## src/rtl/wb_arbiter.sv

```systemverilog
// Writeback bus arbiter: one small FIFO per functional unit, drained round-robin
// one entry per cycle onto a registered writeback/ROB-completion bus.

module wb_arbiter_fifo #(
  parameter int W     = 37,
  parameter int DEPTH = 2,
  localparam int PTR_W = $clog2(DEPTH),
  localparam int CNT_W = $clog2(DEPTH + 1)
) (
  input  logic             clk,
  input  logic             rst,
  input  logic             flush,
  input  logic             push,
  input  logic             pop,
  input  logic [W-1:0]     din,
  output logic [W-1:0]     dout,
  output logic [CNT_W-1:0] count,
  output logic             ready,
  output logic             nonempty
);
  logic [DEPTH-1:0][W-1:0] mem;
  logic [PTR_W-1:0]        rd_ptr, wr_ptr;
  logic                    do_push, do_pop;

  // ready/nonempty come straight from the registered count, never from the pop side
  assign ready    = count < CNT_W'(DEPTH);
  assign nonempty = count != '0;
  assign do_push  = push && ready;
  assign do_pop   = pop && nonempty;
  assign dout     = mem[rd_ptr];

  always_ff @(posedge clk) begin
    if (do_push && !rst && !flush) mem[wr_ptr] <= din;
  end

  always_ff @(posedge clk) begin
    if (rst || flush) begin
      rd_ptr <= '0;
      wr_ptr <= '0;
      count  <= '0;
    end else begin
      if (do_push) wr_ptr <= wr_ptr + 1'b1;
      if (do_pop)  rd_ptr <= rd_ptr + 1'b1;
      case ({do_push, do_pop})
        2'b10:   count <= count + 1'b1;
        2'b01:   count <= count - 1'b1;
        default: count <= count;
      endcase
    end
  end
endmodule

module wb_arbiter #(
  parameter int NUM_SRC    = 4,
  parameter int WORD_WIDTH = 32,
  parameter int PDST_WIDTH = 5,
  parameter int BUF_DEPTH  = 2,
  localparam int SRC_W = (NUM_SRC > 1) ? $clog2(NUM_SRC) : 1,
  localparam int CNT_W = $clog2(BUF_DEPTH + 1)
) (
  input  logic                          clk,
  input  logic                          rst,
  input  logic                          flush,
  input  logic [NUM_SRC-1:0]            src_valid,
  input  logic [NUM_SRC*WORD_WIDTH-1:0] src_data,
  input  logic [NUM_SRC*PDST_WIDTH-1:0] src_pdst,
  output logic [NUM_SRC-1:0]            src_ready,
  output logic                          wb_valid,
  output logic [WORD_WIDTH-1:0]         wb_data,
  output logic [PDST_WIDTH-1:0]         wb_pdst,
  output logic [SRC_W-1:0]              wb_src
);
  typedef struct packed {
    logic [PDST_WIDTH-1:0] pdst;
    logic [WORD_WIDTH-1:0] data;
  } ent_t;
  localparam int ENT_W = $bits(ent_t);

  logic [NUM_SRC-1:0][ENT_W-1:0] head;
  logic [NUM_SRC-1:0][CNT_W-1:0] cnt;
  logic [NUM_SRC-1:0]            nonempty;
  logic [NUM_SRC-1:0]            pop;
  logic [SRC_W-1:0]              rr_ptr;
  logic [SRC_W-1:0]              gnt_idx;
  logic [SRC_W-1:0]              cand;
  logic [SRC_W-1:0]              rr_next;
  logic                          gnt_vld;
  ent_t                          head_sel;

  for (genvar i = 0; i < NUM_SRC; i++) begin : g_src
    ent_t din;
    assign din.data = src_data[i*WORD_WIDTH +: WORD_WIDTH];
    assign din.pdst = src_pdst[i*PDST_WIDTH +: PDST_WIDTH];
    assign pop[i]   = gnt_vld && (gnt_idx == SRC_W'(i));

    wb_arbiter_fifo #(.W(ENT_W), .DEPTH(BUF_DEPTH)) u_fifo (
      .clk      (clk),
      .rst      (rst),
      .flush    (flush),
      .push     (src_valid[i]),
      .pop      (pop[i]),
      .din      (din),
      .dout     (head[i]),
      .count    (cnt[i]),
      .ready    (src_ready[i]),
      .nonempty (nonempty[i])
    );
  end

  // First non-empty FIFO scanning upward from rr_ptr, wrapping mod NUM_SRC
  always_comb begin
    gnt_vld = 1'b0;
    gnt_idx = '0;
    cand    = '0;
    for (int k = 0; k < NUM_SRC; k++) begin
      cand = SRC_W'((int'(rr_ptr) + k) % NUM_SRC);
      if (!gnt_vld && nonempty[cand]) begin
        gnt_vld = 1'b1;
        gnt_idx = cand;
      end
    end
  end

  assign rr_next  = (gnt_idx == SRC_W'(NUM_SRC - 1)) ? '0 : gnt_idx + 1'b1;
  assign head_sel = ent_t'(head[gnt_idx]);

  always_ff @(posedge clk) begin
    if (rst) begin
      wb_valid <= 1'b0;
      wb_data  <= '0;
      wb_pdst  <= '0;
      wb_src   <= '0;
      rr_ptr   <= '0;
    end else if (flush) begin
      wb_valid <= 1'b0;
      rr_ptr   <= '0;
    end else if (gnt_vld) begin
      wb_valid <= 1'b1;
      wb_data  <= head_sel.data;
      wb_pdst  <= head_sel.pdst;
      wb_src   <= gnt_idx;
      rr_ptr   <= rr_next;
    end else begin
      wb_valid <= 1'b0;
    end
  end
endmodule

```

## config.mk

```make
export PLATFORM = sky130hd
export DESIGN_NAME = wb_arbiter
export DESIGN_NICKNAME = d
export VERILOG_FILES = /design/src/rtl/wb_arbiter.sv
export SDC_FILE = /design/constraint.sdc
export NUM_CORES = 1
export LEC_CHECK = 0
export CAP_MARGIN = 20
export CORE_UTILIZATION = 45
export DETAILED_ROUTE_END_ITERATION = 8
export GPL_ROUTABILITY_DRIVEN = 1
export PLACE_DENSITY = 0.71
export SYNTH_ARGS = -nofsm -noshare
export SYNTH_HDL_FRONTEND = slang
export SYNTH_SLANG_ARGS = --single-unit
```

## constraint.sdc

```tcl
create_clock -name clk -period 5.1 [get_ports clk]
set_input_delay 1.53 -clock clk [delete_from_list [all_inputs] [get_ports clk]]
set_output_delay 1.53 -clock clk [all_outputs]
set_load 0.02 [all_outputs]
```

==> summary.md, run 1 <==
| Metric | Value |
|---|---|
| Worst Setup Slack post-DPL | 1.40 ns |
| Final hold violation count | 0 |
| Count of unresolved DRC violations after routing | 32 |
| Commonest non-fill, non-tap cell in the layout | sky130_fd_sc_hd__edfxtp_1 |
| Fraction of layout instances using a drive strength above 1 | 17.2% |
| Synth area leader | sky130_fd_sc_hd__edfxtp_1 |
| Worst slew margin relative to its limit | 32.7% |
| DR iter-0 viols | 730 |
| Number of instances resized during post-cts repair | 0 |
| Cells on worst reg2reg path | 6 |
| Routability-driven placement congestion ratio | 0.839 |
| Number of primary I/O pins | 199 |
| Hpwl dp | 21,700 um |
| Setup violations, final | 0 |
| First-pass DRT Iterations | 7 |
| Failing checks | design-rule violations |
| Placeable core area | 30,700 um^2 |
| Worst EP required | 5.25 ns |
| Hold Path Class | reg2reg |
| I/O Buffers | 198 |
| Number of antenna repair diodes | 0 |
| Crit path kind | in2reg |
| Comb power frac | 18.2% |
| Transition time of the tightest slew-check pin | 1.01 ns |
| Number of global-route vias before repair | 8,640 |
| Initial core utilization | 46.1% |
| Synth async-reset ratio | 0% |
| Reported leakage power | 5.66 nW |
| Pin count of the biggest net entering global routing | 75 |
| Unrepaired setup endpoints after global routing | false |
| Top delay family on crit path | simple AND/OR/NAND/NOR gates |
| Switching power as a share of total power | 27.0% |
| Utilization of the core after routing | 57.5% |
| Count of different cell masters after synthesis | 40 |
| Total number of yosys warnings | 0 |
| Gr ovfl total | 0 |
| Global-route usage over all layers | 20.5% |
| Max Cap Violations | 0 |
| Cells taking the most area after synthesis | sky130_fd_sc_hd__edfxtp_1, sky130_fd_sc_hd__dfxtp_1, sky130_fd_sc_hd__mux2_2 |
| Post-Synthesis Cell Area | 14,200 um^2 |
| Post-route minimum period | 3.17 ns |
| Later-pin clock latency in the skew report | 0.53 ns |
| CTS tree | yes |
| Number of levels in the clock H-tree | 2 |
| Placed Instance Area | 16,500 um^2 |
| Areal power density over the cells | 413 nW/um^2 |
| Area of all placed cells without fillers | 17,700 um^2 |
| Most used cells in the layout excluding fill and tap cells | sky130_fd_sc_hd__edfxtp_1, sky130_fd_sc_hd__clkdlybuf4s50_1, sky130_fd_sc_hd__mux2i_1 |
| Clock network fraction of design power | 35.7% |
| Clock Pin Slew Worst Setup and Hold Paths | 0.06 ns |
| Startpoint kind of the worst setup timing path | input pin |
| Critical path capture point type | register |
| Total Power Consumption | 0.00731 W |
| Cts-stage hold buffer count | 0 |
| Ordered list of cells on the worst path | clkdlybuf4s50_1, nor2_1, and3_2 |
| CP Buf/Inv Count | 1 |
| Sequential share of the synthesized area | 70.9% |
| Antenna violations before repair | 0 |
| Max Fanout on Critical Path | 37 |
| Maximum single-stage delay on the critical path | 0.89 ns |
| Outcome | finished with violations |
| Min-Delay Path Depth | 2 |
| Cell-internal power | 0.00533 W |
| Cell Rows | 64 |
| Post-synth net total | 1,060 |
| Post-synth top area share | 62.8% |
| Worst path depth | 3 |
| Sink count of the clock tree | 354 |
| Final-report max-slew violation count | 0 |
| Routed length per instance | 22.1 um |
| Maximum clock skew at final layout | 0.0138 ns |
| Most instantiated flip-flop cell in the synthesis netlist | sky130_fd_sc_hd__edfxtp_1 |
| CTS Root Buffer Type | sky130_fd_sc_hd__clkbuf_16 |
| Final Hold Slack | 0.496 ns |
| Die Wd | 179 um |
| Final Worst Setup Slack | 1.93 ns |
| Post-CTS setup repair buffer count | 0 |
| Area growth syn-to-layout | 24.8% |
| Count of mapped cells out of synthesis | 900 |
| Synthesized area per cell | 15.7 um^2 |
| Via density | 5.54 |
| Total wire length | 33,400 um |
| Longest Clk Path Bufs | 3 |
| Vias after detailed routing | 8,350 |
| Wire length of the first global-routing pass | 50,200 um |
| Vert. Die Dim | 179 um |
| Fraction of power consumed by sequential logic | 46.0% |
| Arrival time of data at the critical path endpoint | 3.31 ns |
| Final antenna-violating net count | 0 |
| Largest voltage drop on the vdd net | 0.000257 V |
| CTS Buf Count | 37 |
| Count of state elements after synthesis | 354 |
| Tcrit/Tclk final | 62.1% |
| Max Clk Rate | 316 MHz |
| Crit-path slowest cell | sky130_fd_sc_hd__and3_2 |
| Switching Power | 0.00197 W |
| EDFF count, synth | 296 |
| Final #Nets | 1,243 |
| Die footprint | 32,200 um^2 |
-- Yosys cell counts (6+ instances only) --
master / instances
sky130_fd_sc_hd__edfxtp_1: 296
sky130_fd_sc_hd__mux2i_1: 77
sky130_fd_sc_hd__nand3_1: 75
sky130_fd_sc_hd__mux2_2: 74
sky130_fd_sc_hd__o211ai_1: 66
sky130_fd_sc_hd__dfxtp_1: 58
sky130_fd_sc_hd__nor2_1: 57
sky130_fd_sc_hd__clkbuf_1: 36
sky130_fd_sc_hd__a311oi_1: 21
sky130_fd_sc_hd__buf_2: 21
sky130_fd_sc_hd__a311oi_2: 16
sky130_fd_sc_hd__o211ai_2: 10
sky130_fd_sc_hd__inv_1: 9
sky130_fd_sc_hd__xnor2_1: 9
sky130_fd_sc_hd__a21oi_1: 8
sky130_fd_sc_hd__or3_1: 6
-- worst reg2reg max path: cells and delay by family, from the launching register on --
family	cells	cell delay [ns]
AO/OA/AOI/OAI	3	0.79
flip-flops	1	0.37
AND/OR/NAND/NOR	2	1.08
buffers and inverters	1	0.69
-- flip-flops by register name (all words and copies together), names as in the netlist --
signal               cells
g_src.u_fifo.count       8
g_src.u_fifo.mem       296
g_src.u_fifo.rd_ptr      4
g_src.u_fifo.wr_ptr      4
rr_ptr                   2
wb_data                 32
wb_pdst                  5
wb_src                   2
wb_valid                 1
-- cells by family after synthesis --
logic type,after synthesis,synth area share [%]
AOI/OAI and AO/OA,136,8.46
xor gates and xnor gates,13,0.804
adders and majority gates,5,0.442
buffers and inverters,81,2.62
DFF,354,70.9
muxes,151,11.3
and+or+nand+nor,160,5.40
-- power groups by stage --
stage	Sequential, W	Clock, W	Combinational, W
global route	0.00337	0.00276	0.00143
floorplan	0.00346	0	0.000748
finish	0.00336	0.00261	0.00133
detailed placement	0.00342	0	0.00134
global placement	0.00342	0	0.00133
CTS	0.00336	0.00265	0.00135
-- final timing paths --
kind	slack, ns	from	to
max	1.93	flush	g_src[1].u_fifo.mem[46]$_DFFE_PP_
min reg2reg	0.50	g_src[0].u_fifo.rd_ptr$_SDFFE_PP0P_	g_src[0].u_fifo.rd_ptr$_SDFFE_PP0P_
max reg2reg	2.09	g_src[1].u_fifo.count[1]$_SDFFE_PP0P_	wb_data[20]$_SDFFE_PP0P_
min	0.50	g_src[0].u_fifo.rd_ptr$_SDFFE_PP0P_	g_src[0].u_fifo.rd_ptr$_SDFFE_PP0P_
-- final cells by class --
| cell class | count | area (um^2) |
|---|---|---|
| fillers | 2472 | 13100 |
| flip-flops and latches | 354 | 10100 |
| multi-input cells | 465 | 3810 |
| repair buffers | 214 | 2100 |
| clock buffers | 48 | 1030 |
| well taps | 396 | 495 |
| clock inverters | 20 | 156 |
| inverters | 11 | 41.3 |
-- per-layer routing --
| layer | GRT usage (%) | share of wire (%) | vias up |
|---|---|---|---|
| li1 | - | - | 3896 |
| met4 | 5.21 | 1.6 | 0 |
| met3 | 3.61 | 6.6 | 40 |
| met1 | 26.7 | 42 | 4095 |
| met5 | 0 | 0 | - |
| met2 | 35.6 | 50 | 319 |
-- stage by stage --
stage / instances / TNS, ns
global placement: 1440 / 0
finish: 1508 / 0
detailed placement: 1440 / 0
global route: 1508 / 0
floorplan: 900 / -8.77
CTS: 1508 / 0
No activity file was read; power rests on OpenSTA's default activity.
==> inputs of run 2 (changes only) <==
Clock period 5.1 ns to 2.5 ns, I/O delays scaled along.
==> summary.md, run 2 (synthesized netlist as in run 1, its figures left out) <==
| Metric | Value |
|---|---|
| Clock network fraction of design power | 36.4% |
| Hold Path Class | reg2reg |
| Registers with the highest flip-flop counts | g_src.u_fifo.mem x296, wb_data x32, g_src.u_fifo.count x8 |
| CTS Root Buffer Type | sky130_fd_sc_hd__clkbuf_16 |
| Area of combinational cells with multiple inputs | 3860 um^2 |
| Pin count of the biggest net entering global routing | 75 |
| Count of unresolved DRC violations after routing | 52 |
| Areal power density over the cells | 841 nW/um^2 |
| Failing checks | design-rule violations |
| Routed length per instance | 22.5 um |
| Total wire length | 34,800 um |
| CTS Buf Count | 37 |
| Startpoint kind of the worst setup timing path | register |
| Clock Pin Slew Worst Setup and Hold Paths | 0.06 ns |
| First-pass DRT Iterations | 6 |
| Max Cap Violations | 0 |
| Initial core utilization | 46.1% |
| Placed Instance Area | 17,100 um^2 |
| Number of primary I/O pins | 199 |
| Post-route minimum period | 2.40 ns |
| DR iter-0 viols | 561 |
| Fraction of power consumed by sequential logic | 44.1% |
| Outcome | finished with violations |
| Switching Power | 0.00413 W |
| Filler cell count | 2,332 |
| Final-report max-slew violation count | 0 |
| Arrival time of data at the critical path endpoint | 1.65 ns |
| Sequential cell area | 10,100 um^2 |
| Global-route usage over all layers | 21.5% |
| Tcrit/Tclk final | 96.0% |
| Gr ovfl total | 0 |
| Antenna violations before repair | 2 |
| CTS tree | yes |
| Commonest non-fill, non-tap cell in the layout | sky130_fd_sc_hd__edfxtp_1 |
| Vias after detailed routing | 8,579 |
| Number of global-route vias before repair | 8,932 |
| Reported leakage power | 6.00 nW |
| Hpwl dp | 23,200 um |
| Utilization of the core after routing | 59.8% |
| Die Wd | 179 um |
| Maximum single-stage delay on the critical path | 0.59 ns |
| Area of all placed cells without fillers | 18,400 um^2 |
| Comb power frac | 19.5% |
| Top delay family on crit path | buffers and inverters |
| Max Fanout on Critical Path | 4 |
| Number of levels in the clock H-tree | 2 |
| Max Clk Rate | 417 MHz |
| Final #Nets | 1,281 |
| Crit path kind | reg2out |
| Number of instances resized during post-cts repair | 0 |
| Fraction of layout instances using a drive strength above 1 | 21.1% |
| Setup violations, final | 0 |
| Maximum clock skew at final layout | 0.0151 ns |
| Ordered list of cells on the worst path | buf_4, inv_1, clkdlybuf4s50_1 |
| Crit-path slowest cell | sky130_fd_sc_hd__clkdlybuf4s50_1 |
| Cell-internal power | 0.0113 W |
| Final Worst Setup Slack | 0.0991 ns |
| Vert. Die Dim | 179 um |
| Final hold violation count | 0 |
| Number of flip-flops in the largest register | 296 |
| Largest voltage drop on the vdd net | 0.000549 V |
| Final antenna-violating net count | 0 |
| Wire length of the first global-routing pass | 52,200 um |
| Post-CTS setup repair buffer count | 0 |
| Area growth syn-to-layout | 29.9% |
| Switching power as a share of total power | 26.7% |
| Later-pin clock latency in the skew report | 0.51 ns |
| Transition time of the tightest slew-check pin | 0.601 ns |
| Critical path capture point type | output pin |
| Cell Rows | 64 |
| Sink count of the clock tree | 354 |
| Register with the most flip-flops | g_src.u_fifo.mem |
| Worst slew margin relative to its limit | 59.9% |
| Worst EP required | 1.75 ns |
| Routability-driven placement congestion ratio | 0.811 |
| Via density | 5.55 |
| Placeable core area | 30,700 um^2 |
| Die footprint | 32,200 um^2 |
| I/O Buffers | 198 |
| Unrepaired setup endpoints after global routing | false |
| Most used cells in the layout excluding fill and tap cells | sky130_fd_sc_hd__edfxtp_1, sky130_fd_sc_hd__clkdlybuf4s50_1, sky130_fd_sc_hd__mux2i_1 |
| Cts-stage hold buffer count | 0 |
| Worst Setup Slack post-DPL | 0.0859 ns |
| Final Hold Slack | 0.501 ns |
| Longest Clk Path Bufs | 3 |
| CP Buf/Inv Count | 3 |
## run 2: stage by stage
step,power (W),setup TNS (ns),std cells
floorplan,0.00859,-8.47,900
global placement,0.00993,0,1478
detailed placement,0.00998,0,1478
CTS,0.0156,0,1546
global route,0.0160,0,1546
finish,0.0155,0,1547
## run 2: power by group through the flow
stage                     logic [W]  clock network, W  registers [W]
final                       0.00301           0.00564        0.00682
after global routing        0.00323           0.00598        0.00684
after CTS                   0.00305           0.00574        0.00682
after detailed placement    0.00304                 0        0.00694
after global placement      0.00300                 0        0.00693
after floorplan             0.00154                 0        0.00705
## run 2: worst paths after layout
| kind | from | endpoint | slack [ns] | cells after the start |
|---|---|---|---|---|
| setup / recovery | g_src[2].u_fifo.count[1]$_SDFFE_PP0P_ | src_ready[2] | 0.1 | 3 |
| hold / removal | wb_pdst[1]$_SDFFE_PP0P_ | wb_pdst[1]$_SDFFE_PP0P_ | 0.50 | 2 |
| setup reg to reg | g_src[3].u_fifo.count[0]$_SDFFE_PP0P_ | g_src[3].u_fifo.count[1]$_SDFFE_PP0P_ | 0.12 | 10 |
| hold reg to reg | wb_pdst[1]$_SDFFE_PP0P_ | wb_pdst[1]$_SDFFE_PP0P_ | 0.50 | 2 |
## run 2: final cells by class
type | instances | share of cell area, %
multi-input cells | 465 | 21.0
clock inverters | 19 | 0.945
flip-flops and latches | 354 | 54.6
diodes | 1 | 0.0136
clock buffers | 49 | 6.01
well taps | 396 | 2.69
inverters | 11 | 0.224
repair buffers | 252 | 14.5
## run 2: worst register-to-register path, delay by kind of cell (launching register included)
| family | cells | cell delay [ns] |
|---|---|---|
| and+or+nand+nor | 4 | 1.23 |
| AOI/OAI and AO/OA | 2 | 0.25 |
| xor gates and xnor gates | 1 | 0.12 |
| buffers and inverters | 1 | 0.04 |
| DFF | 1 | 0.34 |
| adders and majority gates | 2 | 0.33 |
## run 2: layer usage
metal / vias to the layer above / wire length [um] / track usage, %
met1: 4277 / 14400 / 27.4
met3: 70 / 1970 / 4.54
met5: - / 13 / 0
met2: 259 / 17100 / 36.2
met4: 2 / 1210 / 8.21
li1: 3971 / - / -
==> inputs of run 3 (changes only) <==
Settings changed: HOLD_SLACK_MARGIN set to 0.15.
==> results of run 3 <==
The final DEF is identical to that of run 2; final timing and power are the same.
